==> config.mk <==
export PLATFORM = sky130hd
export DESIGN_NAME = sonar_event_scheduler
export DESIGN_NICKNAME = d
export VERILOG_FILES = /design/src/rtl/sonar_event_scheduler.sv
export SDC_FILE = /design/constraint.sdc
export NUM_CORES = 1
export LEC_CHECK = 0
export BUFFER_PORTS_ARGS = -buffer_cell sky130_fd_sc_hd__buf_2
export CELL_PAD_IN_SITES_DETAIL_PLACEMENT = 1
export CELL_PAD_IN_SITES_GLOBAL_PLACEMENT = 1
export CORE_MARGIN = 8
export CORE_UTILIZATION = 45
export CTS_BUF_LIST = sky130_fd_sc_hd__clkbuf_8
export CTS_CLUSTER_DIAMETER = 60
export DETAILED_ROUTE_END_ITERATION = 16
export PLACE_DENSITY = 0.75
export SYNTH_ARGS = -nofsm -noshare
export SYNTH_HDL_FRONTEND = slang
export SYNTH_SLANG_ARGS = --single-unit
==> constraint.sdc <==
create_clock -name wb_clk_i -period 5 [get_ports wb_clk_i]
set_input_delay 0.75 -clock wb_clk_i [delete_from_list [all_inputs] [get_ports wb_clk_i]]
set_output_delay 0.75 -clock wb_clk_i [all_outputs]
set_load 0.02 [all_outputs]
==> src/rtl/sonar_event_scheduler.sv <==
// Event scheduler for the SonarOnChip channel array: catches comparator rising edges,
// reads one channel register per event round-robin and queues tagged words for the SoC.
module sonar_event_scheduler #(
    parameter int NCH     = 16,
    parameter int DW      = 16,
    parameter int DEPTH   = 8,
    parameter int TIMEOUT = 15
) (
    input  logic           wb_clk_i,
    input  logic           wb_rst_ni,
    input  logic           enable_i,
    input  logic           clear_i,
    input  logic           ce_pcm_i,
    input  logic [NCH-1:0] cmp_i,
    input  logic [3:0]     rd_adr_i,
    output logic [NCH-1:0] m_valid_o,
    output logic [3:0]     m_adr_o,
    output logic           m_strb_o,
    input  logic           m_ack_i,
    input  logic [DW-1:0]  m_dat_i,
    output logic           busy_o,
    input  logic           evt_pop_i,
    output logic           evt_valid_o,
    output logic [31:0]    evt_data_o,
    output logic [3:0]     evt_count_o,
    output logic           overflow_o,
    output logic           irq_o
);
    localparam int CW = $clog2(NCH);
    localparam int AW = $clog2(DEPTH);
    localparam int TW = $clog2(TIMEOUT + 1);
    localparam logic [AW:0] FULL = (AW+1)'(DEPTH);

    typedef enum logic [1:0] {IDLE, REQ, PUSH} state_t;
    state_t state, state_nx;

    logic [NCH-1:0] cmp_q, pending, rise, grant_mask;
    logic [CW-1:0]  rr, winner;
    logic           found;
    logic [10:0]    ts, ts_lat;
    logic [TW-1:0]  tcnt;
    logic           to_flag;
    logic [3:0]     ch_lat;
    logic [15:0]    dat_lat;
    logic           grant, take, expire, push, pop;

    logic [31:0]    mem [DEPTH];
    logic [AW-1:0]  wr_ptr, rd_ptr;
    logic [AW:0]    count;

    assign rise = cmp_i & ~cmp_q;

    // Round-robin search: first pending bit strictly after rr, wrapping back to rr itself.
    always_comb begin
        found  = 1'b0;
        winner = rr;
        for (int i = 1; i <= NCH; i++) begin
            if (!found && pending[rr + CW'(i)]) begin
                found  = 1'b1;
                winner = rr + CW'(i);
            end
        end
    end

    always_comb begin
        state_nx = state;
        grant    = 1'b0;
        take     = 1'b0;
        expire   = 1'b0;
        push     = 1'b0;
        case (state)
            IDLE: if (enable_i && found && count != FULL) begin
                grant    = 1'b1;
                state_nx = REQ;
            end
            REQ: if (m_ack_i) begin
                take     = 1'b1;
                state_nx = PUSH;
            end else if (tcnt == TW'(TIMEOUT - 1)) begin
                expire   = 1'b1;
                state_nx = PUSH;
            end
            PUSH: begin
                push     = 1'b1;
                state_nx = IDLE;
            end
            default: state_nx = IDLE;
        endcase
        if (clear_i) begin
            state_nx = IDLE;
            grant    = 1'b0;
            take     = 1'b0;
            expire   = 1'b0;
            push     = 1'b0;
        end
    end

    assign grant_mask = grant ? (NCH'(1) << winner) : '0;

    always_ff @(posedge wb_clk_i or negedge wb_rst_ni) begin
        if (!wb_rst_ni) state <= IDLE;
        else            state <= state_nx;
    end

    // Capture and arbitration state; a same-cycle rise re-arms the bit being granted.
    always_ff @(posedge wb_clk_i or negedge wb_rst_ni) begin
        if (!wb_rst_ni) begin
            cmp_q      <= '0;
            pending    <= '0;
            overflow_o <= 1'b0;
            rr         <= CW'(NCH - 1);
            ts         <= '0;
        end else begin
            cmp_q <= cmp_i;
            if (clear_i) begin
                pending    <= '0;
                overflow_o <= 1'b0;
                ts         <= '0;
            end else begin
                pending <= (pending & ~grant_mask) | (enable_i ? rise : '0);
                if (enable_i && |(rise & pending & ~grant_mask)) overflow_o <= 1'b1;
                if (grant)    rr <= winner;
                if (ce_pcm_i) ts <= ts + 1'b1;
            end
        end
    end

    always_ff @(posedge wb_clk_i or negedge wb_rst_ni) begin
        if (!wb_rst_ni) begin
            m_valid_o <= '0;
            m_adr_o   <= '0;
            busy_o    <= 1'b0;
            tcnt      <= '0;
            to_flag   <= 1'b0;
            ts_lat    <= '0;
            ch_lat    <= '0;
            dat_lat   <= '0;
        end else if (clear_i) begin
            m_valid_o <= '0;
            m_adr_o   <= '0;
            busy_o    <= 1'b0;
        end else begin
            if (grant) begin
                m_valid_o <= NCH'(1) << winner;
                m_adr_o   <= rd_adr_i;
                busy_o    <= 1'b1;
                tcnt      <= '0;
                ch_lat    <= 4'(winner);
            end else if (take || expire) begin
                m_valid_o <= '0;
                m_adr_o   <= '0;
                to_flag   <= expire;
                dat_lat   <= take ? 16'(m_dat_i) : 16'h0;
                ts_lat    <= ts;
            end else if (state == REQ) begin
                tcnt <= tcnt + 1'b1;
            end
            if (push) busy_o <= 1'b0;
        end
    end

    // Event FIFO; space was reserved at grant so a push never meets a full queue.
    assign pop = evt_pop_i && (count != '0) && !clear_i;

    always_ff @(posedge wb_clk_i) begin
        if (push) mem[wr_ptr] <= {to_flag, ts_lat, ch_lat, dat_lat};
    end

    always_ff @(posedge wb_clk_i or negedge wb_rst_ni) begin
        if (!wb_rst_ni) begin
            wr_ptr <= '0;
            rd_ptr <= '0;
            count  <= '0;
        end else if (clear_i) begin
            wr_ptr <= '0;
            rd_ptr <= '0;
            count  <= '0;
        end else begin
            if (push) wr_ptr <= wr_ptr + 1'b1;
            if (pop)  rd_ptr <= rd_ptr + 1'b1;
            case ({push, pop})
                2'b10:   count <= count + 1'b1;
                2'b01:   count <= count - 1'b1;
                default: count <= count;
            endcase
        end
    end

    assign evt_valid_o = (count != '0);
    assign evt_data_o  = evt_valid_o ? mem[rd_ptr] : 32'h0;
    assign evt_count_o = 4'(count);
    assign irq_o       = evt_valid_o;
    assign m_strb_o    = 1'b0;

endmodule

* Word-level counts from Yosys, hierarchy flattened *
Memory sizes are Yosys's and may differ from the RTL's.
Cells that the tools add are included.

operators by class
  add/sub/neg operators = 21
  order comparisons = 16
  equality and inequality tests = 9
  shifts and indexed selects = 1
  mux-type cells = 110
  bitwise operators = 9
  reduce and logical (&&, ||, !) cells = 52

operator list
  cell                                                count
  two-way mux 16 bit                                  7
  two-way mux 4 bit                                   23
  < comparator 4 x 5 -> 1 bit, second input constant  16
  AND 16 bit                                          4
  binary-select mux 1 bit (select 4 bit)              16
  two-way mux 1 bit                                   51
  adder 4 bit, second input constant                  8
  two-way mux 32 bit                                  1
  NOT 16 bit                                          2
  two-way mux 11 bit                                  2
  logical AND 1 bit                                   20
  adder 4 x 3 -> 4 bit, second input constant         4
  zero test 1 bit                                     16
  bitwise OR 16 bit                                   1
  OR reduction 16 bit                                 1
  << shifter 1 x 4 -> 16 bit, first input constant    1
  adder 4 x 1 -> 4 bit, second input constant         3
  two-way mux 3 bit                                   4
  adder 11 x 1 -> 11 bit, second input constant       1
  nonzero test 2 bit                                  5
  nonzero test 3 bit                                  3
  adder 4 x 2 -> 4 bit, second input constant         2
  two-way mux 2 bit                                   4
  inequality test 4 bit, second input constant        2
  15 further kinds                                    21

storage, ports and cells
  bits in registers = 117
  RAM bits = 256
  logic and storage cells = 236
  memories = 1

memories
  memory  words  bits a word  rd ports  clocked after Yosys merged registers in  write ports  RTL line  source
  mem     8      32           1         0                                        1            47        logic [31:0] mem [DEPTH];

* Logic depth before layout (Yosys ltp) *
  depth in word-level cells = 61
  mapped depth = 22
  mapped depth without buffers = 15

* Worst setup path before layout *
Ideal clock, no wire load.

  path type = flip-flop to flip-flop
  from = register rr[1]
  to = register overflow_o
  setup time = 130 ps
  arrival = 5443 ps
  required time = 4870 ps
  setup slack = -573 ps
  stages on the path, launching flop included = 22
  path buffers = 7
  clock period less this slack = 5573 ps
  path through = dfstp_2 -> buf_2 -> buf_4 -> buf_2 -> inv_1 -> ha_1 -> buf_4 -> buf_4 -> mux4_2 -> mux4_2 -> buf_6 -> nor4_4 -> nand3b_2 -> o311ai_1 -> xnor2_1 -> buf_2 -> o211ai_1 -> nor3_1 -> o22ai_1 -> or4_1 -> o41ai_1 -> a21oi_1

between the ends
  longest elaborated chain between the ends = 60
  elaborated cells between the ends (all ways) = 121
  those cells by class = add/sub (15); shift (1); mux (68); bitwise (2); reduce/logical (35)

ends and longest elaborated chain
  item                                     RTL line  source
  from (decl)                              38        logic [CW-1:0] rr, winner;
  from (signal assigned)                   111       rr <= CW'(NCH - 1);
  from (signal assigned)                   122       if (grant) rr <= winner;
  adder 4 x 1 -> 4 bit                     58, 60
  binary-select mux 1 bit (select 4 bit)   58        if (!found && pending[rr + CW'(i)]) begin
  two-way mux 1 bit (not written as such)  58
  two-way mux 1 bit                        58
  zero test 1 bit                          58
  logical AND 1 bit                        58
  two-way mux 1 bit                        58
  zero test 1 bit                          58
  [... 44 more ...]                        n/a
  two-way mux 1 bit                        71        case (state)
  two-way mux 1 bit                        89        if (clear_i) begin
  two-way mux 16 bit *                     98        assign grant_mask = grant ? (NCH'(1) << winner) : '0;
  NOT 16 bit *                             121       if (enable_i && |(rise & pending & ~grant_mask)) overflow_o <= 1'b1;
  AND 16 bit *                             121
  OR reduction 16 bit *                    121
  logical AND 1 bit *                      121
  nonzero test 2 bit (no line) *           n/a
  to (signal assigned)                     110       overflow_o <= 1'b0;
  to (signal assigned)                     117       overflow_o <= 1'b0;
  to (signal assigned)                     121
  to (decl)                                26        output logic overflow_o,

Mark *: on every way between the ends. The rest lies on a longest branch, timed or not. The select of a mux whose other input is x is not followed.
A chain may end at the register's enable or synchronous reset.

* Final worst setup path *
  from = register rr[0]
  to = register overflow_o

Same word-level chain as after synthesis.

==> tab_implementation.tex <==
\begin{tabular}{lr}
\hline
Metric & Value \\
\hline
\multicolumn{2}{l}{\textbf{Status}} \\
Status & finished, final reports clean \\
\multicolumn{2}{l}{\textbf{Cells and area}} \\
Fraction of final layout cells with drive strength greater than 1 & 30.2\% \\
Fraction of the core area covered by cells at the end of the flow & 52.7\% \\
Nets & between 1000 and 1500 \\
Multi-input combinational cell area & 0.00656 mm² \\
Cell area after layout & 0.0202 mm² \\
Ant diodes & 0 \\
Area grow syn2layout & 16.6\% \\
FF+latch area & 0.0106 mm² \\
Number of fillers in the final layout & 3776 \\
\multicolumn{2}{l}{\textbf{Critical path}} \\
Arr. time, crit path & 5.32 ns \\
Critical Path End & overflow\_o \\
Required time of the critical path & 5.45 ns \\
Flop-to-flop setup slack & 0.14 ns \\
Critical path origin & rr[0] \\
Source of the worst register-to-register timing path & rr[0] \\
Kind of capture point of the worst setup path & flip-flop \\
Endpoint of the worst register-to-register path & overflow\_o \\
Largest fanout of any net on the critical path & 10 \\
Startpoint types & flip-flop \\
CP Class & flip-flop to flip-flop \\
Logic depth of the worst register-to-register path & 16 \\
\multicolumn{2}{l}{\textbf{Route}} \\
DRC viols & 0 \\
Antenna violation net count after detailed routing & 0 \\
DRT Pass-1 Iters & 4 \\
Overall via count from detail\_route & 11200 \\
Routed Wire Length & roughly 46000 µm \\
Routed length per instance & 24.1 µm \\
Vias per std cell & 5.81 \\
1st-iter DRT viols & slightly below 700 \\
\multicolumn{2}{l}{\textbf{Yosys}} \\
Area share of xor/xnor cells in the synthesized design & roughly 1.5\% \\
Number of enable flip-flop cells after synthesis & 256 \\
Simple-gate share of the synthesized area & 8.36\% \\
\#FFs+latches synth & between 300 and 400 \\
Synthesized-area fraction occupied by ao, oa, aoi and oai cells & under 10\% \\
Netlist cell types & 92 \\
Post-synthesis net count & 1238 \\
Mean instance size in the synthesized netlist & roughly 15 µm² \\
Synth warnings & 0 \\
Combinational family with the most area after synthesis & multiplexers \\
Cell area after technology mapping & about 0.017 mm² \\
Multiplexer fraction of the synthesized cell area & between 15 and 20\% \\
Ys async rst share & between 30\% and 40\% \\
Dominant register cell in the synthesized netlist & edfxtp\_1 \\
Adder-Cell Fraction of Synth Area & under 10\% \\
Synthesized instance count & 1179 \\
Seq/Total Area, Yosys & 61.3\% \\
\multicolumn{2}{l}{\textbf{Die}} \\
Starting Density & 45.2\% \\
Die Span Y & 212 µm \\
I/O pin count & 104 \\
Core region area & 0.0383 mm² \\
Die outline width & 212 µm \\
Area of the die & 0.0450 mm² \\
Row Count & 72 \\
\multicolumn{2}{l}{\textbf{Placed design}} \\
Buffers added on ports & between 100 and 150 \\
Detailed placement HPWL & 30700 µm \\
Setup slack at placement & -0.0211 ns \\
Cell area after placement & 0.0188 mm² \\
Routability congestion estimate from global placement & 0.890 \\
\multicolumn{2}{l}{\textbf{CTS}} \\
Total clock buffers created by CTS & 57 \\
Clock Latency Late Sink & between 0.6 and 0.7 ns \\
Clock transition at the register clock pins on the worst setup and hold paths after CTS & 0.07 ns \\
Sinks on the clock net & 373 \\
CTS tree & built \\
Number of H-tree branching levels & 2 \\
Root Buffer Master & clkbuf\_8 \\
Maximum buffer depth of the clock tree & 3 \\
\multicolumn{2}{l}{\textbf{Min path}} \\
Path category of the worst min-delay check & input pin to asynchronous set/reset pin \\
\multicolumn{2}{l}{\textbf{Global routing}} \\
Initial antenna violation count & 3 \\
Number of global-route vias before repair & 12200 \\
GRT Residual Overflow & 0 \\
Pin count of the biggest net entering global routing & between 80 and 90 \\
Wire length of the first global-routing pass & roughly 72000 µm \\
GRT Resource Usage Total & 20.6\% \\
\multicolumn{2}{l}{\textbf{Job}} \\
Max-cap check violation count & 0 \\
\multicolumn{2}{l}{\textbf{STA}} \\
Final Hold Fails & 0 \\
Fin worst setup slack & 0.136 ns \\
Slew HR & 26.5\% \\
Final worst path period need & 4.86 ns \\
Worst hold margin & 0.0975 ns \\
Highest clock rate & 206 MHz \\
Part of the cycle the worst path needs & 97.3\% \\
Final max-slew violation count & 0 \\
Final number of setup-violating endpoints & 0 \\
Transition time of the tightest slew-check pin & approximately 1.1 ns \\
Largest clock skew in the final design & 0.0481 ns \\
\multicolumn{2}{l}{\textbf{Pwr}} \\
Leakage component of the power & 7.69 nW \\
Maximum ir drop on the vdd rail & approximately 400 µV \\
Power per standard cell area & 655 mW/mm² \\
\hline
\end{tabular}
-- per-stage QoR --
stage	power [mW]	setup TNS, ns	cells
finish	13.2	0	1921
global route	13.9	-0.0665	1921
CTS	12.7	0	1911
detailed placement	10.2	-0.0211	1807
global placement	10.1	-0.0380	1807
floorplan	8.06	0	1179
-- logic make-up (layout without fill, tap and decap cells) --
| logic type | after synthesis | after routing |
|---|---|---|
| other cells | 1 | 1 |
| mux | 176 | 176 |
| buf+inv | 87 | 310 |
| fa+ha+maj | 16 | 16 |
| simple gates | 301 | 302 |
| xor+xnor | 29 | 29 |
| flops | 373 | 373 |
| compound gates | 196 | 196 |
-- worst max-delay path, cell delays in order (launching register included) --
cell and delay [ns]:
dfstp_2 0.56, inv_2 0.05, ha_2 0.40, mux4_4 0.51
mux2_4 0.38, a211o_4 0.38, o32a_1 0.34, o31a_1 0.11
o21ai_1 0.18, o2bb2ai_2 0.16, a21oi_4 0.14, buf_4 0.18
o41ai_4 0.38, o22ai_1 0.12, or4_1 0.50, o41ai_2 0.22
a21oi_1 0.11
-- registers in the layout (all words and copies together) (netlist names), 3 cells and up --
signal / flops
pending: 16
tcnt: 4
ch_lat: 4
cmp_q: 16
evt_count_o: 4
ts_lat: 11
wr_ptr: 3
rd_ptr: 3
rr: 4
dat_lat: 16
m_valid_o: 16
mem: 256
m_adr_o: 4
ts: 11
-- routing by layer --
metal | track usage, % | vias to the layer above | wire, µm
met1 | 27.2 | 5805 | 20000
met4 | 6.13 | 6 | 1090
met5 | 0 | - | 37
met3 | 4.08 | 93 | 2550
met2 | 34.2 | 338 | 22600
li1 | - | 4925 | -
-- layout by cell type, fill, tap and decap left out, drive strengths merged, types with 8 or more instances in the layout --
cell    instances
xor2           16
mux2           16
xnor2          13
o22ai           8
a21oi          46
nand2b         15
nand2         100
mux2i          70
mux4           90
nor2           95
nand3          18
buf           178
nor2b          14
edfxtp        256
a22o           20
nand3b          9
inv            55
dfrtp         113
nor3           10
clkinv          9
a31oi           9
nand4           9
o21ai          41
clkbuf         65
ha             15
-- Yosys cell counts, drive strengths merged (18+ instances only) --
master	count	area (µm²)
edfxtp	256	7690
dfrtp	113	2830
nand2	100	375
nor2	95	357
mux4	90	2060
mux2i	70	729
a21oi	46	257
o21ai	41	209
buf	31	191
clkbuf	28	105
inv	28	105
a22o	20	175
nand3	18	95.1
-- how the worst min path moves through the flow --
stage	slack, ns	to	cells after the start	from
CTS	0.08	m_valid_o[5]	1	wb_rst_ni
detailed placement	0.46	m_valid_o[1]	1	m_valid_o[1]
global placement	0.46	m_valid_o[11]	1	m_valid_o[11]
floorplan	0.45	busy_o	0	wb_rst_ni
global route	0.11	m_valid_o[7]	1	wb_rst_ni
finish	0.1	m_valid_o[7]	1	wb_rst_ni
-- report_power, final --
group | switching, mW | total, mW | internal, mW
Clock | 1.16 | 2.46 | 1.30
Combinational | 3.92 | 6.64 | 2.71
Sequential | 0.380 | 4.13 | 3.75
Total | 5.47 | 13.2 | 7.77
-- layout make-up --
cell class	instances	area share (%)
clock buffer	65	4.43
timing repair buffer	178	5.55
inverter	28	0.520
tap	518	3.21
sequential	373	52.6
clock inverter	39	1.18
multi-input combinational	720	32.5
-- what timing repair did --
item                                   4_1_cts  5_1_grt
setup buffers                                0        9
gates resized for setup                      2       32
pin swaps                                    0       11
gates cloned                                 0        1
hold buffers                                 0        0
setup endpoints to repair                    1        1
endpoints found under the hold margin        0        0
Note: power is estimated with default switching activity, not from simulation.
